==> config.mk <==
export PLATFORM = sky130hd
export DESIGN_NAME = tap_sample_encoder_flat
export DESIGN_NICKNAME = d
export VERILOG_FILES = /design/src/rtl/tap_sample_encoder_pkg.sv /design/src/rtl/tap_sample_encoder_if.sv /design/src/rtl/tap_sample_encoder_pulse_timer.sv /design/src/rtl/tap_sample_encoder.sv /design/src/flat_wrapper.sv
export SDC_FILE = /design/constraint.sdc
export NUM_CORES = 1
export LEC_CHECK = 0
export BUFFER_PORTS_ARGS = -buffer_cell sky130_fd_sc_hd__buf_4
export CAP_MARGIN = 15
export CORE_UTILIZATION = 55
export DETAILED_ROUTE_END_ITERATION = 10
export PLACE_DENSITY = 0.83
export SLEW_MARGIN = 25
export SYNTH_ARGS = -nofsm -noshare
export SYNTH_HDL_FRONTEND = slang
export SYNTH_SLANG_ARGS = --single-unit
==> constraint.sdc <==
create_clock -name clk -period 2.6 [get_ports clk]
set_input_delay 0.13 -clock clk [delete_from_list [all_inputs] [get_ports clk]]
set_output_delay 0.13 -clock clk [all_outputs]
set_load 0.02 [all_outputs]
==> src/rtl/tap_sample_encoder_pkg.sv <==
// ============================================================================
// Module : tap_pkg
// Brief  : Shared TAP v1 constants and FSM state types for the record path.
// Rev    : 1.0  initial release
// ============================================================================
`default_nettype none

package tap_pkg;

    localparam logic [7:0] TAP_LONG_MARKER = 8'h00;
    localparam int         TAP_SHORT_MIN   = 8;
    localparam int         TAP_SHORT_MAX   = 2047;
    localparam int         TAP_LONG_W      = 24;

    typedef enum logic [2:0] {
        EM_IDLE,
        EM_SHORT,
        EM_L0,
        EM_L1,
        EM_L2,
        EM_L3
    } emit_state_t;

    typedef enum logic [1:0] {
        MS_OFF,
        MS_ARMED,
        MS_COUNT
    } meas_state_t;

    // Samples below 8 cycles would encode as 0x00, which collides with the long marker.
    function automatic logic is_short(input logic [TAP_LONG_W-1:0] s, input int short_max);
        return (s >= TAP_LONG_W'(TAP_SHORT_MIN)) && (s <= TAP_LONG_W'(short_max));
    endfunction

endpackage

`default_nettype wire

==> src/rtl/tap_sample_encoder_if.sv <==
// ============================================================================
// Module : tap_sample_encoder_if
// Brief  : Valid/ack byte channel from the sample encoder to the tape-file sink.
// Rev    : 1.0  initial release
// ============================================================================
`default_nettype none

interface tap_sample_encoder_if;
    logic [7:0] data;
    logic       data_valid;
    logic       ack;

    modport master (output data, output data_valid, input ack);
    modport slave  (input data, input data_valid, output ack);
endinterface

`default_nettype wire

==> src/rtl/tap_sample_encoder_pulse_timer.sv <==
// ============================================================================
// Module : tap_pulse_timer
// Brief  : Synchronises the cassette write line and times falling-edge periods.
// Rev    : 1.0  initial release
// ============================================================================
`default_nettype none

module tap_pulse_timer
    import tap_pkg::*;
#(
    parameter int CNT_W = 24
) (
    input  wire logic             clk,
    input  wire logic             reset,
    input  wire logic             cycle_tick,
    input  wire logic             record,
    input  wire logic             tape_write,
    output logic                  sample_stb,
    output logic [CNT_W-1:0]      sample,
    output logic                  arm_stb
);

    localparam logic [CNT_W-1:0] C_CNT_MAX = '1;

    logic              r_w0;
    logic              r_w1;
    logic              w_fall;
    meas_state_t       r_state;
    meas_state_t       w_state_nxt;
    logic [CNT_W-1:0]  r_count;
    logic [CNT_W-1:0]  w_count_nxt;

    always_ff @(posedge clk or posedge reset) begin
        if (reset) begin
            r_w0    <= 1'b0;
            r_w1    <= 1'b0;
            r_state <= MS_OFF;
            r_count <= '0;
        end else begin
            r_w0    <= tape_write;
            r_w1    <= r_w0;
            r_state <= w_state_nxt;
            r_count <= w_count_nxt;
        end
    end

    assign w_fall = !r_w0 && r_w1;

    always_comb begin
        w_state_nxt = r_state;
        w_count_nxt = r_count;
        sample_stb  = 1'b0;
        arm_stb     = 1'b0;
        case (r_state)
            MS_OFF: begin
                w_count_nxt = '0;
                if (record) begin
                    w_state_nxt = MS_ARMED;
                    arm_stb     = 1'b1;
                end
            end
            MS_ARMED: begin
                if (!record) begin
                    w_state_nxt = MS_OFF;
                end else if (w_fall) begin
                    w_state_nxt = MS_COUNT;
                    w_count_nxt = '0;
                end
            end
            MS_COUNT: begin
                if (!record) begin
                    w_state_nxt = MS_OFF;
                    w_count_nxt = '0;
                end else if (w_fall) begin
                    // A tick landing on the edge belongs to the next pulse.
                    sample_stb  = 1'b1;
                    w_count_nxt = {{(CNT_W-1){1'b0}}, cycle_tick};
                end else if (cycle_tick) begin
                    if (r_count == C_CNT_MAX) begin
                        sample_stb  = 1'b1;
                        w_count_nxt = '0;
                    end else begin
                        w_count_nxt = r_count + CNT_W'(1);
                    end
                end
            end
            default: begin
                w_state_nxt = MS_OFF;
                w_count_nxt = '0;
            end
        endcase
    end

    assign sample = r_count;

endmodule

`default_nettype wire

==> src/rtl/tap_sample_encoder.sv <==
// ============================================================================
// Module : tap_sample_encoder
// Brief  : Converts cassette write-line pulse periods into a TAP v1 byte stream.
// Rev    : 1.0  initial release
// ============================================================================
`default_nettype none

module tap_sample_encoder
    import tap_pkg::*;
#(
    parameter int CNT_W     = 24,
    parameter int SHORT_MAX = TAP_SHORT_MAX
) (
    input  wire logic              clk,
    input  wire logic              reset,
    input  wire logic              cycle_tick,
    input  wire logic              record,
    input  wire logic              tape_write,
    tap_sample_encoder_if.master   sink,
    output logic                   busy,
    output logic                   overrun
);

    logic                   w_stb;
    logic                   w_arm;
    logic [CNT_W-1:0]       w_sample;
    logic [TAP_LONG_W-1:0]  w_sample_ext;

    emit_state_t            r_state;
    emit_state_t            w_state_nxt;
    logic [TAP_LONG_W-1:0]  r_hold;
    logic [TAP_LONG_W-1:0]  w_hold_nxt;
    logic                   r_overrun;
    logic                   w_overrun_nxt;
    logic [7:0]             r_data;
    logic [7:0]             w_data_nxt;
    logic                   r_valid;
    logic                   w_free;

    tap_pulse_timer #(
        .CNT_W (CNT_W)
    ) u_timer (
        .clk        (clk),
        .reset      (reset),
        .cycle_tick (cycle_tick),
        .record     (record),
        .tape_write (tape_write),
        .sample_stb (w_stb),
        .sample     (w_sample),
        .arm_stb    (w_arm)
    );

    generate
        if (CNT_W >= TAP_LONG_W) begin : g_ext_trunc
            assign w_sample_ext = w_sample[TAP_LONG_W-1:0];
        end else begin : g_ext_pad
            assign w_sample_ext = {{(TAP_LONG_W-CNT_W){1'b0}}, w_sample};
        end
    endgenerate

    always_comb begin
        w_state_nxt   = r_state;
        w_hold_nxt    = r_hold;
        w_overrun_nxt = r_overrun;
        w_free        = 1'b0;
        w_data_nxt    = 8'h00;
        case (r_state)
            EM_IDLE:  w_free = 1'b1;
            EM_SHORT: if (sink.ack) begin w_state_nxt = EM_IDLE; w_free = 1'b1; end
            EM_L0:    if (sink.ack) w_state_nxt = EM_L1;
            EM_L1:    if (sink.ack) w_state_nxt = EM_L2;
            EM_L2:    if (sink.ack) w_state_nxt = EM_L3;
            EM_L3:    if (sink.ack) begin w_state_nxt = EM_IDLE; w_free = 1'b1; end
            default:  w_state_nxt = EM_IDLE;
        endcase

        if (w_arm) begin
            w_overrun_nxt = 1'b0;
        end
        // A handoff coinciding with the final ack is taken back-to-back.
        if (w_stb) begin
            if (w_free) begin
                w_hold_nxt  = w_sample_ext;
                w_state_nxt = is_short(w_sample_ext, SHORT_MAX) ? EM_SHORT : EM_L0;
            end else begin
                w_overrun_nxt = 1'b1;
            end
        end

        case (w_state_nxt)
            EM_SHORT: w_data_nxt = w_hold_nxt[10:3];
            EM_L0:    w_data_nxt = TAP_LONG_MARKER;
            EM_L1:    w_data_nxt = w_hold_nxt[7:0];
            EM_L2:    w_data_nxt = w_hold_nxt[15:8];
            EM_L3:    w_data_nxt = w_hold_nxt[23:16];
            default:  w_data_nxt = 8'h00;
        endcase
    end

    always_ff @(posedge clk or posedge reset) begin
        if (reset) begin
            r_state   <= EM_IDLE;
            r_hold    <= '0;
            r_overrun <= 1'b0;
            r_data    <= 8'h00;
            r_valid   <= 1'b0;
        end else begin
            r_state   <= w_state_nxt;
            r_hold    <= w_hold_nxt;
            r_overrun <= w_overrun_nxt;
            r_data    <= w_data_nxt;
            r_valid   <= (w_state_nxt != EM_IDLE);
        end
    end

    assign sink.data       = r_data;
    assign sink.data_valid = r_valid;
    assign busy            = (r_state != EM_IDLE);
    assign overrun         = r_overrun;

endmodule

`default_nettype wire
==> src/flat_wrapper.sv <==
// flat-port wrapper written by rule: the top's interface ports become plain ports
module tap_sample_encoder_flat import tap_pkg::*;
#(
    parameter int CNT_W     = 24,
    parameter int SHORT_MAX = TAP_SHORT_MAX
)
  (clk, reset, cycle_tick, record, tape_write, busy, overrun, sink_data, sink_data_valid, sink_ack);
  tap_sample_encoder_if sink_i ();
  input  wire logic clk;
  input  wire logic reset;
  input  wire logic cycle_tick;
  input  wire logic record;
  input  wire logic tape_write;
  output logic busy;
  output logic overrun;
  output wire logic [$bits(sink_i.data)-1:0] sink_data;
  output wire logic [$bits(sink_i.data_valid)-1:0] sink_data_valid;
  input wire logic [$bits(sink_i.ack)-1:0] sink_ack;
  assign sink_data = sink_i.data;
  assign sink_data_valid = sink_i.data_valid;
  assign sink_i.ack = sink_ack;
  tap_sample_encoder #(.CNT_W(CNT_W), .SHORT_MAX(SHORT_MAX)) u_core (.clk(clk), .reset(reset), .cycle_tick(cycle_tick), .record(record), .tape_write(tape_write), .sink(sink_i), .busy(busy), .overrun(overrun));
endmodule
==> run_results.csv <==
group,metric,value,unit
logic_synthesis,synthesis.instances,352,
sta,max_slew_margin,46.8,%
die,core-area,6390,sq um
place,place_area,3900,sq um
routing,wirelength,8580,um
logic_synthesis,synth_seq_cells,65,
global_routing,grtUsageMet1,35.3,%
global_routing,grt_max_degree,66,
clock_tree,cts_buffers,9,
final_layout,drive_above_1_share,23.3,%
final_layout,diodes,0,
logic_synthesis,synth.net_count,360,
worst_setup_path,cp-end-kind,"register",
run_status,status,"complete, no violations",
logic_synthesis,synth_cell_types,60,
global_routing,busiest_layer,"met2",
place,numPortBuffers,16,
routing,vias,2977,
clock_tree,clk_pin_slew_worst_paths,0.07,ns
worst_setup_path,crit_fanout,34,
clock_tree,cts.sinks,65,
worst_setup_path,setup.worst_path.class,"reg -> reg",
routing,drc,0,
final_layout,final_cell_count_no_fill,459,
die,die_h,83.7,um
sta,final_hold_viol_count,0,
die,chipWidth,83.7,um
logic_synthesis,avgSynthCellArea,10.4,sq um
clock_tree,cts-root-buf,"clkbuf_8",
sta,post-route-period-util,90.9,%
global_routing,grt_pass1_wl,14500,um
logic_synthesis,yosysSeqAreaShare,44.3,%
logic_synthesis,synth_area_leaders,"dfrtp_1, mux2_4, mux2_2",
global_routing,grt_usage,26.8,%
sta,worstMarginPinSlew,0.798,ns
sta,maxSlewViolCount,0,
worst_setup_path,slowest_delay,0.44,ns
logic_synthesis,yosysTopAreaCellShare,44.3,%
routing,first_pass_iters,5,
place,hpwl,5910,um
logic_synthesis,synth_top_area_cell,"dfrtp_1",
routing,final_antenna_net_count,0,
power_and_ir_drop,power_density,575,nW/um^2
final_layout,multi_input_area,1910,sq um
worst_setup_path,cp_cell_sequence,"ha_1, nand3_1, nor4_4, a41o_1, nand2_8, mux2_4",
logic_synthesis,synth_commonest_cells,"dfrtp_1, nor2_1, o21ai_0, nand2_1",
worst_setup_path,cp-start-kind,"register",
sta,finalCriticalPeriod,2.36,ns
final_layout,nFillCells,499,
routing,vias_per_cell,6.49,
sta,rsz0062_at_grt,"false",
clock_tree,clock_latency,0.35,ns
worst_setup_path,worst_ep_arrival_time,2.60,ns
power_and_ir_drop,ir_drop,0.471,mV
die,initial_core_util,57.5,%
logic_synthesis,synth_warnings,0,
place,gp_congestion,0.914,
logic_synthesis,synth.most_common_cell,"dfrtp_1",
die,rows,29,
global_routing,first_global_vias,2833,
run,cap_violations,0,
final_layout,seq_area,1630,sq um
worst_setup_path,critPathRequiredTime,2.84,ns
sta,fmax,423,MHz
sta,clock_skew,0.00658,ns
worst_setup_path,crit_slowest_cell,"dfrtp_1",
min_path,hold_path_class,"in -> async",
sta,finalSetupViolations,0,
logic_synthesis,netlist_area,3670,sq um
global_routing,grt_antenna_before_repair,0,
final_layout,area_growth,12.9,%
final_layout,nets,385,
final_layout,design_area,4140,sq um
power_and_ir_drop,p_leak,1.85,nW
clock_tree,cts_setup_buffers,0,
sta,hold-worst-slack,0.00772,ns
clock_tree,clock_path_buffers,2,
global_routing,grt_overflow,0,
logic_synthesis,synth-edff-count,0,
routing,drt-initial-drc-count,325,
die,io-pin-count,17,
logic_synthesis,synth_ff_type,"dfrtp_1",
clock_tree,htree_levels,3,
routing,post_drt_wl_per_cell,18.7,um
global_routing,grtUsageMet2,42.6,%
sta,setup_tns,0,ns
die,die-area,7000,sq um
clock_tree,tritoncts,"done",
place,dp_cells,442,
logic_synthesis,async_flop_share,100,%
global_routing,met3_usage,6.23,%
-- registers in the layout, indices dropped and copies added (netlist names) --
| signal | flops |
|---|---|
| u_core.u_timer.sample | 24 |
| u_core.r_state | 3 |
| u_core.u_timer.r_state | 2 |
| u_core.u_timer.r_w0 | 1 |
| u_core.sink.data_valid | 1 |
| u_core.r_hold | 24 |
| u_core.u_timer.r_w1 | 1 |
| u_core.overrun | 1 |
| u_core.sink.data | 8 |
-- path summary, 6_finish.rpt --
| path | from | endpoint | slack (ns) | cells after the start |
|---|---|---|---|---|
| max | u_core.u_timer.sample[0] | u_core.r_hold[3] | 0.24 | 6 |
| min | reset | u_core.r_hold[22] | 0.008 | 3 |
| max reg2reg | u_core.u_timer.sample[0] | u_core.r_hold[3] | 0.24 | 6 |
| min reg2reg | u_core.u_timer.r_w0 | u_core.u_timer.r_w1 | 0.40 | 0 |
| max in group asynchronous | reset | u_core.u_timer.sample[3] | 2.07 | 3 |
| min in group clk | record | u_core.u_timer.r_state[0] | 0.08 | 3 |
-- kinds of logic after synthesis --
logic type                 count (synthesis)  synth area share [%]
and+or+nand+nor                          116                  18.5
AOI/OAI and AO/OA                         97                  18.2
muxes                                     38                  13.0
xor gates and xnor gates                   7                  1.67
adders and majority gates                  2                 0.682
buffers and inverters                     27                  3.65
DFF                                       65                  44.3
-- cells in the final DEF (no fill, tap or decap), types with 3 or more instances in the layout --
cell / instances
buf_4: 32
nor3_1: 5
nor4_1: 11
clkbuf_8: 10
nand3_1: 8
nor2b_1: 7
inv_1: 7
a211oi_1: 16
nand2b_1: 5
nand2_1: 17
o22ai_1: 8
a21oi_1: 12
a2bb2oi_1: 8
mux2i_1: 10
a22o_1: 5
clkinvlp_4: 3
mux2_2: 12
xor2_1: 5
nor2_1: 24
dfrtp_1: 65
mux2_4: 16
nand4_1: 9
or2_2: 3
or3_1: 10
o21ai_0: 20
a22oi_1: 8
-- cell type report --
class / count / area share (%)
sequential: 65 / 39.3
clock buffer: 10 / 3.32
multi-input combinational: 260 / 46.1
tap: 77 / 2.33
timing repair buffer: 33 / 6.04
clock inverter: 6 / 2.21
inverter: 8 / 0.725
-- report_power, final --
group / total, mW / switching (mW) / internal [mW]
sequential: 1.07 / 0.0345 / 1.03
clock: 0.978 / 0.411 / 0.567
combinational: 0.336 / 0.197 / 0.139
-- per-layer routing --
metal,routed length (um),vias to the layer above
met5,0,-
met4,218,0
met3,501,20
met2,4080,102
met1,3780,1464
li1,-,1391
-- critical path, delay by kind of cell, from the launching register on --
| kind | cells | cell delay, ns |
|---|---|---|
| flip-flops | 1 | 0.44 |
| adder cells (fa/ha/maj) | 1 | 0.22 |
| AO/OA/AOI/OAI | 1 | 0.37 |
| AND/OR/NAND/NOR | 3 | 0.84 |
| multiplexers | 1 | 0.37 |
-- what timing repair did --
action                                 CTS  global route
hold buffers                             1             0
endpoints found under the hold margin    1             0
gates resized for setup                  0             0
-- metrics by stage --
| step | setup slack, ns | total power, mW | util, % |
|---|---|---|---|
| 3_5_place_dp | 0.312 | 1.42 | 61.1 |
| 5_1_grt | 0.117 | 2.47 | 64.9 |
| 6_report | 0.238 | 2.38 | 64.9 |
| 2_1_floorplan | 0.441 | 1.30 | - |
| 3_3_place_gp | 0.366 | 1.41 | 61.1 |
| 4_1_cts | 0.253 | 2.40 | 64.9 |
No activity file was read; power rests on OpenSTA's default activity.
